===== config.mk =====
export PLATFORM = sky130hd
export DESIGN_NAME = sequenceur
export DESIGN_NICKNAME = d
export VERILOG_FILES = /design/src/rtl/sequenceur_pkg.sv /design/src/rtl/sequenceur_perf.sv /design/src/rtl/sequenceur.sv
export SDC_FILE = /design/constraint.sdc
export NUM_CORES = 1
export LEC_CHECK = 0
export ABC_AREA = 1
export CELL_PAD_IN_SITES_DETAIL_PLACEMENT = 0
export CELL_PAD_IN_SITES_GLOBAL_PLACEMENT = 1
export CORE_MARGIN = 4
export CORE_UTILIZATION = 40
export DETAILED_ROUTE_END_ITERATION = 10
export GPL_ROUTABILITY_DRIVEN = 0
export PLACE_DENSITY = 0.87
export RECOVER_POWER = 25
export SYNTH_ARGS = -nofsm -noshare
export SYNTH_HDL_FRONTEND = slang
export SYNTH_HIERARCHICAL = 1
export SYNTH_SLANG_ARGS = --single-unit

===== constraint.sdc =====
create_clock -name clk -period 5.1 [get_ports clk]
set_clock_uncertainty 0.2 [all_clocks]
set_input_delay 0.51 -clock clk [delete_from_list [all_inputs] [get_ports clk]]
set_output_delay 0.51 -clock clk [all_outputs]
set_load 0.02 [all_outputs]

===== src/rtl/sequenceur_pkg.sv =====
// Shared types and constants for the sequenceur control FSM.
// Optional perf counters are enabled by SEQUENCEUR_PERF_EN.
package sequenceur_pkg;

  localparam int WAIT_LIMIT_DEF = 16;

  typedef enum logic [2:0] {
    S_IDLE   = 3'd0,
    S_FETCH  = 3'd1,
    S_DECODE = 3'd2,
    S_EXEC   = 3'd3,
    S_MEM    = 3'd4,
    S_WB     = 3'd5,
    S_HALT   = 3'd6
  } state_t;

  localparam logic [5:0] OP_R    = 6'b000000;
  localparam logic [5:0] OP_J    = 6'b000010;
  localparam logic [5:0] OP_JAL  = 6'b000011;
  localparam logic [5:0] OP_BEQ  = 6'b000100;
  localparam logic [5:0] OP_BNE  = 6'b000101;
  localparam logic [5:0] OP_ADDI = 6'b001000;
  localparam logic [5:0] OP_ORI  = 6'b001101;
  localparam logic [5:0] OP_LW   = 6'b100011;
  localparam logic [5:0] OP_SW   = 6'b101011;

  localparam logic [1:0] SEL_SEQ = 2'b00;
  localparam logic [1:0] SEL_BR  = 2'b01;
  localparam logic [1:0] SEL_JMP = 2'b10;

  localparam logic [1:0] TY_R   = 2'b00;
  localparam logic [1:0] TY_I   = 2'b01;
  localparam logic [1:0] TY_J   = 2'b10;
  localparam logic [1:0] TY_BAD = 2'b11;

  typedef enum logic [2:0] {
    K_ALU, K_LW, K_SW, K_BR, K_J, K_JAL, K_ILL
  } kind_t;

  typedef struct packed {
    logic       imem_req;
    logic       dmem_req;
    logic       dmem_we;
    logic       en_i;
    logic       en_e;
    logic       en_w;
    logic       pc_en;
    logic [1:0] pc_sel;
    logic       busy;
    logic       illegal;
    logic       timeout;
  } ctl_t;

  function automatic kind_t classify(
    input logic [5:0] op,
    input logic [1:0] ty
  );
    kind_t k;
    k = K_ILL;
    if (ty != TY_BAD) begin
      case (op)
        OP_R, OP_ADDI, OP_ORI: k = K_ALU;
        OP_J:                  k = K_J;
        OP_JAL:                k = K_JAL;
        OP_BEQ, OP_BNE:        k = K_BR;
        OP_LW:                 k = K_LW;
        OP_SW:                 k = K_SW;
        default:               k = K_ILL;
      endcase
    end
    return k;
  endfunction

endpackage


===== src/rtl/sequenceur_perf.sv =====
// Busy-cycle and retired-instruction counters for the sequenceur.
// Present only when SEQUENCEUR_PERF_EN is defined.
module sequenceur_perf (
  input  logic        clk,
  input  logic        reset_n,
  input  logic        busy,
  input  logic        pc_en,
  output logic [31:0] cycle_cnt,
  output logic [31:0] instr_cnt
);

  always_ff @(posedge clk) begin
    if (!reset_n) begin
      cycle_cnt <= '0;
      instr_cnt <= '0;
    end else begin
      if (busy)  cycle_cnt <= cycle_cnt + 32'd1;
      if (pc_en) instr_cnt <= instr_cnt + 32'd1;
    end
  end

endmodule


===== src/rtl/sequenceur.sv =====
// Multi-cycle MIPS control sequencer; all outputs are registered.
// Define SEQUENCEUR_PERF_EN to add cycle_cnt/instr_cnt outputs.
module sequenceur
  import sequenceur_pkg::*;
#(
  parameter int WAIT_LIMIT = WAIT_LIMIT_DEF
) (
  input  logic        clk,
  input  logic        reset_n,
  input  logic        start,
  input  logic        halt_req,
  input  logic [6:0]  opcode,
  input  logic [1:0]  type_inst,
  input  logic        imem_ready,
  input  logic        dmem_ready,
  output logic        imem_req,
  output logic        dmem_req,
  output logic        dmem_we,
  output logic        enable_I,
  output logic        enable_E,
  output logic        enable_W,
  output logic        pc_en,
  output logic [1:0]  pc_sel,
  output logic        busy,
  output logic        illegal,
  output logic        timeout,
  output logic [2:0]  state
`ifdef SEQUENCEUR_PERF_EN
  ,
  output logic [31:0] cycle_cnt,
  output logic [31:0] instr_cnt
`endif
);

  localparam int CW = $clog2(WAIT_LIMIT + 1);
  localparam logic [CW-1:0] LAST = CW'(WAIT_LIMIT - 1);

  state_t        st, st_n;
  logic [CW-1:0] cnt, cnt_n;
  logic [5:0]    op_q, op_n;
  logic [1:0]    ty_q, ty_n;
  ctl_t          o_q, o_n;
  kind_t         kd, kx;
  logic          unused;

  assign unused = opcode[6];
  assign kd = classify(opcode[5:0], type_inst);
  assign kx = classify(op_q, ty_q);

  always_comb begin
    st_n      = st;
    op_n      = op_q;
    ty_n      = ty_q;
    o_n       = '0;
    o_n.illegal = o_q.illegal;
    o_n.timeout = o_q.timeout;
    unique case (st)
      S_IDLE: if (start) st_n = S_FETCH;
      S_FETCH: begin
        if (imem_ready) begin
          st_n = S_DECODE;
        end else if (cnt == LAST) begin
          st_n = S_HALT;
          o_n.timeout = 1'b1;
        end
      end
      S_DECODE: begin
        // EXEC-cycle PC strobes are decided here so they leave a flop
        st_n = S_EXEC;
        op_n = opcode[5:0];
        ty_n = type_inst;
        unique case (kd)
          K_BR: begin
            o_n.pc_en  = 1'b1;
            o_n.pc_sel = SEL_BR;
          end
          K_J: begin
            o_n.pc_en  = 1'b1;
            o_n.pc_sel = SEL_JMP;
          end
          default: ;
        endcase
      end
      S_EXEC: begin
        unique case (kx)
          K_ILL: begin
            st_n = S_HALT;
            o_n.illegal = 1'b1;
          end
          K_BR, K_J:  st_n = halt_req ? S_HALT : S_FETCH;
          K_LW, K_SW: st_n = S_MEM;
          default:    st_n = S_WB;
        endcase
      end
      S_MEM: begin
        if (dmem_ready) begin
          if (kx == K_SW) begin
            // store retires here; its PC strobe trails by one cycle
            st_n = halt_req ? S_HALT : S_FETCH;
            o_n.pc_en  = 1'b1;
            o_n.pc_sel = SEL_SEQ;
          end else begin
            st_n = S_WB;
          end
        end else if (cnt == LAST) begin
          st_n = S_HALT;
          o_n.timeout = 1'b1;
        end
      end
      S_WB:   st_n = halt_req ? S_HALT : S_FETCH;
      S_HALT: ;
      default: st_n = S_IDLE;
    endcase

    o_n.imem_req = (st_n == S_FETCH);
    o_n.dmem_req = (st_n == S_MEM);
    o_n.dmem_we  = (st_n == S_MEM) && (kx == K_SW);
    o_n.en_i     = (st_n == S_DECODE);
    o_n.en_e     = (st_n == S_EXEC);
    o_n.busy     = (st_n != S_IDLE) && (st_n != S_HALT);
    if (st_n == S_WB) begin
      o_n.en_w   = 1'b1;
      o_n.pc_en  = 1'b1;
      o_n.pc_sel = (kx == K_JAL) ? SEL_JMP : SEL_SEQ;
    end

    cnt_n = '0;
    if (st_n == st && (st == S_FETCH || st == S_MEM))
      cnt_n = cnt + CW'(1);
  end

  always_ff @(posedge clk) begin
    if (!reset_n) begin
      st   <= S_IDLE;
      cnt  <= '0;
      op_q <= '0;
      ty_q <= '0;
      o_q  <= '0;
    end else begin
      st   <= st_n;
      cnt  <= cnt_n;
      op_q <= op_n;
      ty_q <= ty_n;
      o_q  <= o_n;
    end
  end

  assign imem_req = o_q.imem_req;
  assign dmem_req = o_q.dmem_req;
  assign dmem_we  = o_q.dmem_we;
  assign enable_I = o_q.en_i;
  assign enable_E = o_q.en_e;
  assign enable_W = o_q.en_w;
  assign pc_en    = o_q.pc_en;
  assign pc_sel   = o_q.pc_sel;
  assign busy     = o_q.busy;
  assign illegal  = o_q.illegal;
  assign timeout  = o_q.timeout;
  assign state    = st;

`ifdef SEQUENCEUR_PERF_EN
  sequenceur_perf u_perf (
    .clk       (clk),
    .reset_n   (reset_n),
    .busy      (o_q.busy),
    .pc_en     (o_q.pc_en),
    .cycle_cnt (cycle_cnt),
    .instr_cnt (instr_cnt)
  );
`endif

endmodule

==> results of run 1 <==
-- per-stage QoR --
stage               power (W)  hold WS (ns)  area, µm²
finish               0.000551         0.287       1980
global route         0.000584         0.314       1980
CTS                  0.000555         0.291       1980
detailed placement   0.000417         0.263       1930
global placement     0.000416         0.261       1930
floorplan            0.000369         0.238       1610
-- worst max-delay path by stage --
stage | slack [ns] | end
2_1_floorplan | 3.10 | pc_sel[1]
3_3_place_gp | 2.47 | pc_sel[0]
3_5_place_dp | 2.47 | pc_sel[0]
4_1_cts | 2.44 | pc_sel[0]
5_1_grt | 2.11 | pc_sel[1]
6_report | 2.48 | pc_sel[0]
-- metal layers --
layer | GRT usage | up-vias
met1 | 0.198 | 653
li1 | - | 785
met4 | 0.0376 | 0
met5 | 0 | -
met2 | 0.238 | 22
met3 | 0.0351 | 4
-- synth_stat cells, drive strengths merged --
cell / count / area share
clkinv: 1 / 0.0023
o2111ai: 1 / 0.0054
nand4: 9 / 0.035
inv: 33 / 0.077
o31ai: 1 / 0.0047
ha: 2 / 0.016
buf: 1 / 0.0031
o211ai: 1 / 0.0047
nand2: 42 / 0.12
dfxtp: 28 / 0.35
nor2: 30 / 0.086
nor3: 10 / 0.047
xor2: 1 / 0.0054
o21ai: 13 / 0.043
nand3: 26 / 0.12
nand3b: 2 / 0.0093
a21oi: 11 / 0.034
and3: 1 / 0.0039
nor4: 2 / 0.0078
xnor2: 1 / 0.0054
and2: 1 / 0.0039
o311ai: 1 / 0.0054
clkbuf: 2 / 0.011
-- where the power goes --
| part | internal [W] | total, W | switching (W) |
|---|---|---|---|
| combinational | 0.0000617 | 0.000168 | 0.000106 |
| clock | 0.0000692 | 0.000140 | 0.0000707 |
| sequential | 0.000232 | 0.000243 | 0.0000111 |
-- worst reg2reg max path, delay by kind of cell, from the launching register on --
kind                   cells  cell delay (ns)
buffers and inverters      3             0.62
flip-flops                 1             0.36
AO/OA/AOI/OAI              1             0.21
AND/OR/NAND/NOR            7             1.17
-- logic make-up after synthesis --
| family | after synthesis | synth area share |
|---|---|---|
| simple gates | 123 | 0.435 |
| buf+inv | 37 | 0.0933 |
| compound gates | 28 | 0.0972 |
| flops | 28 | 0.348 |
| xor+xnor | 2 | 0.0109 |
| fa+ha+maj | 2 | 0.0155 |
-- state kept, by name (all words and copies together), names as in the netlist --
signal and flops:
pc_sel 2, enable_W 1, timeout 1, op_q 6, cnt 5, dmem_req 1
enable_I 1, dmem_we 1, illegal 1, state 3, pc_en 1, imem_req 1
ty_q 2, enable_E 1, busy 1
-- placed cells by master, fill, tap and decap left out, drive strengths merged --
cell	netlist	final
o311ai	1	1
nand4	9	9
nor3	10	10
o2111ai	1	1
and2	1	1
o211ai	1	1
xnor2	1	1
dlygate4sd3	0	5
o21ai	13	13
o31ai	1	1
nand3	26	26
a21oi	11	11
clkdlybuf4s50	0	23
nand2	42	42
and3	1	1
nor2	30	30
clkbuf	2	4
inv	33	33
nand3b	2	2
dfxtp	28	28
clkinv	1	1
ha	2	2
xor2	1	1
nor4	2	2
-- final cells by class --
class	count	area (µm²)	area share
sequential	28	561	0.283
clock buffer	4	55.1	0.0278
tap	48	60.1	0.0303
multi-input combinational	155	898	0.453
timing repair buffer	28	280	0.141
inverter	34	128	0.0644
==> insert_results.sql, run 1 <==
INSERT INTO impl_metrics (metric_group, metric, value, unit) VALUES
('outcome', 'run_status', 'completed', ''),
('pwr', 'power_density', '278', 'mW/mm²'),
('cells_and_area', 'area_growth_syn_to_layout', '23.2', '%'),
('die', 'coreArea', '0.00377', 'mm²'),
('clocking', 'cts.repair_timing.setup_buffer_count', '0', ''),
('grt', 'grt_usage', '0.147', ''),
('timing', 'maxClockFrequency', '0.382', 'GHz'),
('clocking', 'cts.hold.buffers_added', '0', ''),
('worst_setup_path', 'critical_path_peak_fanout', '12', ''),
('die', 'io_pins', '30', ''),
('routing', 'detail_route.wirelength', '3.45', 'mm'),
('routing', 'detailroute.via_count', '1464', ''),
('hold_path', 'hold_path.class', 'flop to flop', ''),
('clocking', 'ctsResizeCount', '0', ''),
('timing', 'post_route_setup_slack', '2.48', 'ns'),
('cells_and_area', 'nFillCells', '370', ''),
('pwr', 'power_leakage', '0.870', 'nW'),
('clocking', 'clock_tree_from_tritoncts', 'done', ''),
('routing', 'dr_wl_met3', '134', 'µm'),
('cells_and_area', 'fin_nets', '267', ''),
('worst_setup_path', 'crit-reg2reg-launch', 'state[0]', ''),
('worst_setup_path', 'crit_path_largest_cell_delay', '0.51', 'ns'),
('placed_design', 'pre_cts_slack', '2.47', 'ns'),
('yosys', 'synth.distinct_cells', '33', ''),
('yosys', 'synth_seq_area_share', '0.348', ''),
('worst_setup_path', 'required', '5.12', 'ns'),
('clocking', 'clock_insertion_delay_worst_skew', '0.28', 'ns'),
('timing', 'drv_slew', '0', ''),
('routing', 'top_sig_layer', 'met4', ''),
('cells_and_area', 'insertedDiodeCount', '0', ''),
('grt', 'grt_pass1_wl', '6.15', 'mm'),
('routing', 'postRouteAntennaNets', '0', ''),
('worst_setup_path', 'path_cells', 'inv_1, nand2_1, nor2_1, clkinv_1, o2111ai_1, nor2_1, nand3_2, inv_1, nand3_1, nand2_1, nor2_1', ''),
('die', 'floorplan.initialDensity', '0.427', ''),
('yosys', 'synth_area_per_cell', '7.31', 'µm²'),
('clocking', 'h-tree-depth', '1', ''),
('clocking', 'cts_sinks', '28', ''),
('routing', 'detailedRoute.firstIterationViolations', '63', ''),
('worst_setup_path', 'slack_of_the_worst_reg_to_reg_path', '2.48', 'ns'),
('worst_setup_path', 'critPathTopFamily', 'simple AND/OR/NAND/NOR gates', ''),
('hold_path', 'whs_path_depth', '2', ''),
('yosys', 'synthesis.nets', '237', ''),
('routing', 'pre_repair_dr_iteration_count', '4', ''),
('hold_path', 'hold_start', 'timeout', ''),
('grt', 'total_congestion_overflow', '0', ''),
('worst_setup_path', 'critical_path.n_buffers_inverters', '3', ''),
('grt', 'largest_net_degree_at_the_start_of_global_routing', '16', ''),
('grt', 'grt_pass1_vias', '1421', ''),
('worst_setup_path', 'critical_path_arrival', '2.64', 'ns'),
('timing', 'tightest_slew', '0.649', 'ns'),
('timing', 'grt_setup_unrepaired', 'false', ''),
('cells_and_area', 'postLayoutCoreUtil', '0.526', ''),
('placed_design', 'detailed_place_hpwl', '2.72', 'mm'),
('worst_setup_path', 'worst_r2r_endpoint', 'pc_sel[0]', ''),
('worst_setup_path', 'startpoint_type', 'flop', ''),
('cells_and_area', 'final_cells', '297', ''),
('worst_setup_path', 'worst-path-stages', '11', ''),
('pwr', 'ir_worst_vdd', '0.000179', 'V'),
('grt', 'initial_antenna_violation_count', '0', ''),
('clocking', 'ctsRootBufferMaster', 'clkbuf_8', ''),
('routing', 'detail_route.drc_violations', '0', ''),
('routing', 'drt-met1-wl', '1.73', 'mm'),
('clocking', 'clock_path_buffers', '2', ''),
('timing', 'max-slew-margin-rel', '0.566', ''),
('worst_setup_path', 'path_class', 'flop to flop', ''),
('run', 'maxCapViolations', '0', ''),
('placed_design', 'place_inst', '293', ''),
('yosys', 'synth-seq-cells', '28', ''),
('timing', 'timing.final.crit_share', '0.514', ''),
('die', 'die_area', '0.00510', 'mm²'),
('clocking', 'worst_path_clk_slew', '0.10', 'ns');
(Power assumes the default switching activity.)
==> run 2, diff against run 1 <==
CORE_UTILIZATION = 37   (was 40)
PLACE_DENSITY = 0.82   (was 0.87)
clock period = 2.53 ns   (was 5.1 ns; I/O delays follow)
==> insert_results.sql, run 2 (synthesis results as in run 1) <==
INSERT INTO impl_metrics (metric_group, metric, value, unit) VALUES
('cells_and_area', 'largest_register_ff_count', '6', ''),
('die', 'die_w', '73.9', 'µm'),
('timing', 'tightest_slew', '0.397', 'ns'),
('timing', 'grt_setup_unrepaired', 'false', ''),
('cells_and_area', 'area_growth_syn_to_layout', '24.3', '%'),
('timing', 'finalCriticalPeriod', '2.22', 'ns'),
('pwr', 'ir_worst_vdd', '0.000352', 'V'),
('clocking', 'ctsResizeCount', '0', ''),
('outcome', 'run_status', 'completed', ''),
('grt', 'total_congestion_overflow', '0', ''),
('clocking', 'ctsRootBufferMaster', 'clkbuf_8', ''),
('grt', 'grt_pass1_wl', '6.72', 'mm'),
('clocking', 'h-tree-depth', '1', ''),
('cells_and_area', 'insertedDiodeCount', '0', ''),
('routing', 'detailroute.via_count', '1452', ''),
('cells_and_area', 'layout_common_cells', 'nand2_1, inv_1, dfxtp_1', ''),
('clocking', 'cts.repair_timing.setup_buffer_count', '0', ''),
('hold_path', 'hold_path.class', 'flop to flop', ''),
('routing', 'detailedRoute.firstIterationViolations', '68', ''),
('cells_and_area', 'largest_register', 'op_q', ''),
('worst_setup_path', 'required', '2.54', 'ns'),
('placed_design', 'area_post_placement', '0.00197', 'mm²'),
('grt', 'grt_usage', '0.155', ''),
('timing', 'drv_slew', '0', ''),
('placed_design', 'place_inst', '300', ''),
('clocking', 'worst_path_clk_slew', '0.09', 'ns'),
('die', 'row_count', '23', ''),
('clocking', 'cts_sinks', '28', ''),
('clocking', 'cts-buffers-inserted', '3', ''),
('cells_and_area', 'most_frequent_standard_cell_in_the_layout_excluding_fill_and_tap_cells', 'nand2_1', ''),
('routing', 'detail_route.drc_violations', '0', ''),
('placed_design', 'detailed_place_hpwl', '3.07', 'mm'),
('routing', 'detail_route.wirelength', '3.67', 'mm'),
('worst_setup_path', 'critical_path.endpoint_type', 'flop', ''),
('routing', 'drt-vias-per-instance', '4.79', ''),
('die', 'io_pins', '30', ''),
('grt', 'grt_pass1_vias', '1477', ''),
('timing', 'final-hold-violation-count', '0', ''),
('worst_setup_path', 'critical_path.n_buffers_inverters', '2', ''),
('worst_setup_path', 'critical_path_arrival', '2.24', 'ns'),
('placed_design', 'number_of_i_o_port_buffers', '28', ''),
('worst_setup_path', 'cpMaxStageDelayCell', 'dfxtp_1', ''),
('timing', 'finalSetupViolations', '0', ''),
('routing', 'postRouteAntennaNets', '0', ''),
('cells_and_area', 'nFillCells', '448', ''),
('cells_and_area', 'final_cells', '303', ''),
('timing', 'timing.final.crit_share', '0.878', ''),
('timing', 'fin_tns_setup', '0', 'ns'),
('worst_setup_path', 'path_class', 'flop to flop', ''),
('clocking', 'clock_insertion_delay_worst_skew', '0.27', 'ns'),
('worst_setup_path', 'crit_path_largest_cell_delay', '0.38', 'ns'),
('grt', 'largest_net_degree_at_the_start_of_global_routing', '15', ''),
('timing', 'maxClockFrequency', '0.450', 'GHz'),
('pwr', 'power_leakage', '0.869', 'nW'),
('timing', 'max-slew-margin-rel', '0.732', ''),
('die', 'coreArea', '0.00412', 'mm²'),
('worst_setup_path', 'startpoint_type', 'flop', ''),
('grt', 'initial_antenna_violation_count', '0', ''),
('die', 'die_area', '0.00547', 'mm²'),
('run', 'maxCapViolations', '0', ''),
('worst_setup_path', 'path_cells', 'ha_1, and3_1, ha_1, inv_1, nor4_1, nor2_1, nand3_2, inv_1, nand3_1, nand2_1, o21ai_2', ''),
('clocking', 'clock_path_buffers', '2', ''),
('routing', 'drt_wl_cell', '12.1', 'µm'),
('cells_and_area', 'drive_gt1_frac', '0.154', ''),
('pwr', 'power_density', '537', 'mW/mm²'),
('cells_and_area', 'fin_area', '0.00200', 'mm²'),
('die', 'fp.dieH', '73.9', 'µm'),
('die', 'floorplan.initialDensity', '0.391', ''),
('clocking', 'clock_tree_from_tritoncts', 'done', ''),
('cells_and_area', 'fin_nets', '272', ''),
('worst_setup_path', 'critical_path_peak_fanout', '4', ''),
('worst_setup_path', 'critPathTopFamily', 'simple AND/OR/NAND/NOR gates', ''),
('clocking', 'cts.hold.buffers_added', '0', ''),
('routing', 'pre_repair_dr_iteration_count', '4', '');
## run 2: cell count changes in the layout (fill, tap and decap cells not counted)
cell and delta:
clkbuf_1 +2, dlygate4sd3_1 -4, clkbuf_8 -1, buf_4 +3
clkdlybuf4s50_1 +4
## run 2: per-stage QoR
stage | setup slack, ns | hold WS [ns] | util | total power [W]
after floorplan | 0.532 | 0.184 | - | 0.000744
after global placement | 0.264 | 0.253 | 0.478 | 0.000850
after detailed placement | 0.250 | 0.263 | 0.478 | 0.000852
after CTS | 0.278 | 0.280 | 0.488 | 0.00109
after global routing | 0.0434 | 0.290 | 0.486 | 0.00116
final | 0.309 | 0.273 | 0.486 | 0.00107
## run 2: worst paths after layout
check	to	slack [ns]	depth (start not counted)	from
worst max register to register	pc_sel[1]	0.31	11	cnt[0]
worst min register to register	cnt[0]	0.27	1	cnt[0]
worst max-delay path	pc_sel[1]	0.31	11	cnt[0]
worst min-delay path	cnt[0]	0.27	1	cnt[0]
## run 2: worst reg2reg max path: stages, from the launching register on
cell	delay, ns
dfxtp_1	0.38
ha_1	0.19
and3_1	0.17
ha_1	0.15
inv_1	0.06
nor4_1	0.35
nor2_1	0.14
nand3_2	0.12
inv_1	0.08
nand3_1	0.12
nand2_1	0.09
o21ai_2	0.11
## run 2: layer usage
layer,global-route usage,part of all wire,vias up
li1,-,-,792
met1,0.223,0.52,641
met4,0.0302,0.0087,0
met5,0,0,-
met2,0.243,0.45,14
met3,0.0311,0.027,5
## run 2: final cells by class
type	count	area (µm²)	area share
multi-input combinational	155	898	0.449
timing repair buffer	33	310	0.155
tap	50	62.6	0.0313
inverter	34	128	0.0638
clock buffer	3	41.3	0.0206
sequential	28	561	0.280
## run 2: where the power goes
part	leakage [nW]	internal (W)	switching [W]	total [W]
Sequential	0.227	0.000468	0.0000223	0.000491
Combinational	0.621	0.000129	0.000217	0.000346
Clock	0.0216	0.000107	0.000130	0.000237
Total	0.869	0.000704	0.000369	0.00107
